**src/rtl/rc_osc_pkg.sv**
```systemverilog
// Shared types and constants for the RC oscillator clock generator.
package rc_osc_pkg;

    localparam int SETTLE_CW = 12;

    typedef enum logic [1:0] {
        ST_OFF,
        ST_SETTLE,
        ST_RUN,
        ST_DRAIN
    } osc_state_t;

    // Channels may only count while the generator is running or draining.
    function automatic logic state_active(input osc_state_t s);
        return (s == ST_RUN) || (s == ST_DRAIN);
    endfunction

endpackage

```
**src/rtl/rc_osc_div_ch.sv**
```systemverilog
// One divided output channel: period counter, output flop and the
// shadowed enable/divide that only change at a period boundary.
module rc_osc_div_ch #(
    parameter int DIVW = 8
) (
    input  logic            osc_ck,
    input  logic            rst,
    input  logic            active,
    input  logic            draining,
    input  logic            en,
    input  logic [DIVW-1:0] div,
    output logic            ck,
    output logic            idle
);

    logic [DIVW-1:0] cnt;
    logic [DIVW-1:0] div_s;
    logic            en_s;
    logic            running;

    assign running = en_s & active;
    assign idle    = ~running;

    // A boundary is either idling or the last cycle of the high phase.
    // Shadows load only there, so a period is never cut short. While
    // draining, no channel is allowed to pick up a fresh enable.
    always_ff @(posedge osc_ck or posedge rst) begin
        if (rst) begin
            cnt   <= '0;
            ck    <= 1'b0;
            div_s <= '0;
            en_s  <= 1'b0;
        end else if (!running) begin
            cnt   <= '0;
            ck    <= 1'b0;
            div_s <= div;
            en_s  <= en & ~draining;
        end else if (cnt == div_s) begin
            cnt <= '0;
            ck  <= ~ck;
            if (ck) begin
                div_s <= div;
                en_s  <= en & ~draining;
            end
        end else begin
            cnt <= cnt + DIVW'(1);
        end
    end

endmodule

```
**src/rtl/rc_osc_clkgen.sv**
```systemverilog
// Clock generator behind the RC oscillator: settle window, then NCH
// glitch-free divided clocks, with a draining shutdown.
module rc_osc_clkgen
    import rc_osc_pkg::*;
#(
    parameter int NCH    = 2,
    parameter int DIVW   = 8,
    parameter int SETTLE = 16
) (
    input  logic                osc_ck,
    input  logic                rst,
    input  logic                ena,
    input  logic [NCH-1:0]      ch_en,
    input  logic [NCH*DIVW-1:0] ch_div,
    output logic                ready,
    output logic [NCH-1:0]      ck_out,
    output logic                busy
);

    localparam logic [SETTLE_CW-1:0] SETTLE_LAST = SETTLE_CW'(SETTLE - 1);

    osc_state_t           state;
    logic [SETTLE_CW-1:0] settle_cnt;
    logic [NCH-1:0]       ch_idle;
    logic                 all_idle;
    logic                 active;
    logic                 draining;

    assign all_idle = &ch_idle;
    assign active   = state_active(state);
    assign draining = (state == ST_DRAIN);

    // ready/busy are registered alongside the state so no input ever
    // reaches an output combinationally. Re-enabling during DRAIN returns
    // straight to RUN because the oscillator is already known to be stable.
    always_ff @(posedge osc_ck or posedge rst) begin
        if (rst) begin
            state      <= ST_OFF;
            settle_cnt <= '0;
            ready      <= 1'b0;
            busy       <= 1'b0;
        end else begin
            case (state)
                ST_OFF: begin
                    if (ena) begin
                        state      <= ST_SETTLE;
                        settle_cnt <= '0;
                        busy       <= 1'b1;
                    end
                end
                ST_SETTLE: begin
                    if (!ena) begin
                        state <= ST_OFF;
                        busy  <= 1'b0;
                    end else if (settle_cnt == SETTLE_LAST) begin
                        state <= ST_RUN;
                        ready <= 1'b1;
                        busy  <= 1'b0;
                    end else begin
                        settle_cnt <= settle_cnt + SETTLE_CW'(1);
                    end
                end
                ST_RUN: begin
                    if (!ena) begin
                        state <= ST_DRAIN;
                        ready <= 1'b0;
                        busy  <= 1'b1;
                    end
                end
                ST_DRAIN: begin
                    if (ena) begin
                        state <= ST_RUN;
                        ready <= 1'b1;
                        busy  <= 1'b0;
                    end else if (all_idle) begin
                        state <= ST_OFF;
                        busy  <= 1'b0;
                    end
                end
                default: begin
                    state <= ST_OFF;
                    ready <= 1'b0;
                    busy  <= 1'b0;
                end
            endcase
        end
    end

    for (genvar i = 0; i < NCH; i++) begin : g_ch
        rc_osc_div_ch #(
            .DIVW(DIVW)
        ) u_ch (
            .osc_ck   (osc_ck),
            .rst      (rst),
            .active   (active),
            .draining (draining),
            .en       (ch_en[i]),
            .div      (ch_div[i*DIVW +: DIVW]),
            .ck       (ck_out[i]),
            .idle     (ch_idle[i])
        );
    end

endmodule
```
**config.mk**
```make
export PLATFORM = sky130hd
export DESIGN_NAME = rc_osc_clkgen
export DESIGN_NICKNAME = d
export VERILOG_FILES = /design/src/rtl/rc_osc_pkg.sv /design/src/rtl/rc_osc_div_ch.sv /design/src/rtl/rc_osc_clkgen.sv
export SDC_FILE = /design/constraint.sdc
export NUM_CORES = 1
export LEC_CHECK = 0
export BUFFER_PORTS_ARGS = -buffer_cell sky130_fd_sc_hd__buf_2
export CORE_ASPECT_RATIO = 1.4
export CORE_UTILIZATION = 30
export DETAILED_ROUTE_END_ITERATION = 6
export HOLD_SLACK_MARGIN = 0.08
export PLACE_DENSITY = 0.56
export SYNTH_ARGS = -nofsm -noshare
export SYNTH_HDL_FRONTEND = slang
export SYNTH_SLANG_ARGS = --single-unit
```
**constraint.sdc**
```tcl
create_clock -name osc_ck -period 1.7 [get_ports osc_ck]
set_input_delay 0.34 -clock osc_ck [delete_from_list [all_inputs] [get_ports osc_ck]]
set_output_delay 0.34 -clock osc_ck [all_outputs]
set_load 0.005 [all_outputs]
```
==> results.md <==
* Outcome: finished, violations left
* Failing checks: negative setup slack
* Total gr overflow at 0
* End of the critical path: g_ch[1].u_ch.div_s[0]
* Simple-gate share of the synthesized area at 15.97%
* Port Buf Inserts at 24
* Antenna violations before repair at 0
* Area delta synth->final at 24.65%
* Antenna Nets Post-Route at 0
* Multi-input gate area at 1216 um^2
* Placer Congestion at 0.7725
* Count leader, synth: dfrtp_1
* Proportion of synthesized area in mux cells at 10.03%
* CTS Buf Count at 5
* Post-Syn Instances at 233
* Ratio of cells with drive above 1 in the final layout at 30.61%
* Reg2reg end: g_ch[1].u_ch.div_s[0]
* Origin of the worst setup path: g_ch[1].u_ch.cnt[7]
* Final setup violating endpoints at 8
* Max-slew violation count at 0
* Largest family of logic cells by synthesized area: simple AND/OR/NAND/NOR gates
* Synth Area in XOR/XNOR at 11.48%
* Tmin final at 1.720 ns
* Average size of a mapped cell at 11.13 um^2
* Reg2Reg Depth at 5
* Number of synthesis warnings at 0
* Initial drt markers at 44
* Synth async-reset ratio at 100.0%
* Hold WC Path Type: in -> reg
* Yosys top cell area share at 50.17%
* Worst-path clk slew at 0.06 ns
* GRT busiest layer: met2
* Sequential Area at 1301 um^2
* Largest net degree at the start of global routing at 21
* Compound-Gate Fraction of Synth Area at 7.718%
* Slew HR at 70.27%
* Die area at 9027 um^2
* RSZ-0062 raised after global routing: true
* Netlist cell types at 37
* Worst-Skew Late Latency at 0.29 ns
* Largest cells by area after synthesis: dfrtp_1, mux2_4, xnor2_1
* Core area at 8295 um^2
* H-tree Lvls at 2
* Hold slack at 0.2613 ns
* R2R Setup Slk at -0.02 ns
* Core Util, Final at 38.97%
* Post-Synth Adder-Cell Area at 1.447%
* Slew of the pin with the lowest slew margin at 0.4452 ns
* Pwr per Cell Area at 761.1 nW/um^2
* Post-Route WL at 5276 um
* Startpoint Class: flip-flop
* Initial Utilization at 31.27%
* TritonCTS clock tree: built
* Vert. Die Dim at 112.0 um
* Routed length per instance at 13.32 um
* Leakage at 0.001441 uW
* Post-route insts no fill at 396
* Final nets at 318
* Required time of the critical path at 1.87 ns
* Vias post-DR at 1879
* Synthesized cell area at 2594 um^2
* Sequential-to-total area share from yosys stat at 50.17%
* Worst Setup End Kind: flip-flop
* CTS root buf: clkbuf_16
* Fillers at 845
* Max FO, Critical Path at 5
* Hold_sp: ch_en[1]
* Grt met1 use at 14.79%
* Fmax at 581.5 MHz
* Area leader, netlist: dfrtp_1
* Site Rows at 39
* Global-route wire length before repair at 9142 um
* Most frequently used flop master after synthesis: dfrtp_1
* Final Skew at 0.003732 ns
* Die width at 80.59 um
* Launching point of the worst reg2reg path: g_ch[1].u_ch.cnt[7]
* Total GRT Usage at 13.24%
* Max Buffers Root-to-Sink at 2
* Maximum vdd drop at 0.0004762 V
* Placed Cells at 386
* Post-route setup TNS at -0.09495 ns
* Half-perimeter wire length after placement at 3962 um
* Synth top cells by count: dfrtp_1, xnor2_1, mux2_4, nor3_1, nor2_1
* Number of synthesized flops with an enable pin at 0
* DRC at 0
* Maxcap violations at 0
* M2 GR Usage at 23.56%
* Vias in the first global route at 1993
* Met3 usage at 3.659%
* Flop and latch count out of synthesis at 52
* Crit path arrival time at 1.89 ns
* Diodes inserted at 0
* Final hold vios at 0
* Worst slack at placement at -0.004449 ns
* Final period util at 101.2%
* I/O pin count at 25
* Final worst slack at -0.01961 ns
* Vias per inst at 4.745
* CTS Sinks at 52
* 1st-pass router iterations at 4
* CP Class: reg -> reg
* Syn_nets at 257
## metrics by stage
step,total power (uW),instance area (um^2)
after floorplan,1433,2594
after global placement,1515,3060
after detailed placement,1519,3060
after CTS,2504,3212
after global routing,2581,3233
final,2461,3233
## logic make-up (layout without fill, tap and decap cells)
logic type,count (synthesis),in the layout
and+or+nand+nor,79,79
adders and majority gates,3,3
muxes,18,18
xor gates and xnor gates,34,34
DFF,52,52
buffers and inverters,15,76
AOI/OAI and AO/OA,32,32
## worst max-delay path: stages, from the launching register on
cell,delay (ns)
dfrtp_1,0.42
xnor2_1,0.16
nand4_1,0.20
o311a_1,0.38
buf_6,0.15
mux2_4,0.29
## final cells by class
class	count	share of cell area (%)
sequential	52	40.25
multi-input combinational	166	37.62
timing repair buffer	62	13.24
clock buffer	6	3.986
tap	102	3.947
inverter	7	0.8127
clock inverter	1	0.1548
## cells in the final DEF, fill, tap and decap left out, types with 2 or more instances in the layout
cell type  instances
o21ai_0           10
nor3_1            16
inv_1              6
xnor2_1           23
nand4_1            8
o311a_1            2
buf_6              2
clkbuf_16          5
nor2_1            14
nand3_1           12
buf_4             34
mux2_4            16
nand2b_1           2
dfrtp_1           52
nand2_1            9
and3_1             5
nor3b_1            3
a21oi_1           12
buf_2             24
ha_1               3
a21o_1             2
xor2_1            11
mux2i_1            2
## power breakdown
group / total [uW] / leakage (uW) / internal (uW) / switching [uW]
clock: 966 / 0.0000667 / 536 / 430
combinational: 186 / 0.000697 / 104 / 82.6
sequential: 1310 / 0.000678 / 1270 / 34.7
total: 2460 / 0.00144 / 1910 / 548
## layer usage
metal	vias to the layer above	wire length [um]
met5	-	0
met4	0	71
met3	5	165
met2	19	2803
met1	906	2235
li1	949	-
## repair_timing
item / 4_1_cts / 5_1_grt
pin swaps: 1 / 6
setup endpoints to repair: 7 / 19
hold buffers: 1 / 0
buffers inserted: 1 / 1
hold endpoints to repair: 17 / 0
resized for setup: 0 / 3
cloned: 0 / 0
## flip-flops by register name (all words and copies together), names as in the netlist, named ones only
name,count
ready,1
g_ch.u_ch.div_s,16
state,1
g_ch.u_ch.cnt,16
g_ch.u_ch.ck,2
busy,1
settle_cnt,12
g_ch.u_ch.en_s,2
## how the worst min path moves through the flow
stage,endpoint,slack (ns),cells after the start
detailed placement,g_ch[1].u_ch.div_s[2],0.37,2
CTS,g_ch[1].u_ch.en_s,0.25,2
global route,g_ch[1].u_ch.en_s,0.25,2
global placement,g_ch[1].u_ch.div_s[2],0.37,2
floorplan,g_ch[1].u_ch.en_s,0.46,1
finish,g_ch[1].u_ch.en_s,0.26,2
Note: power is estimated with default switching activity, not from simulation.
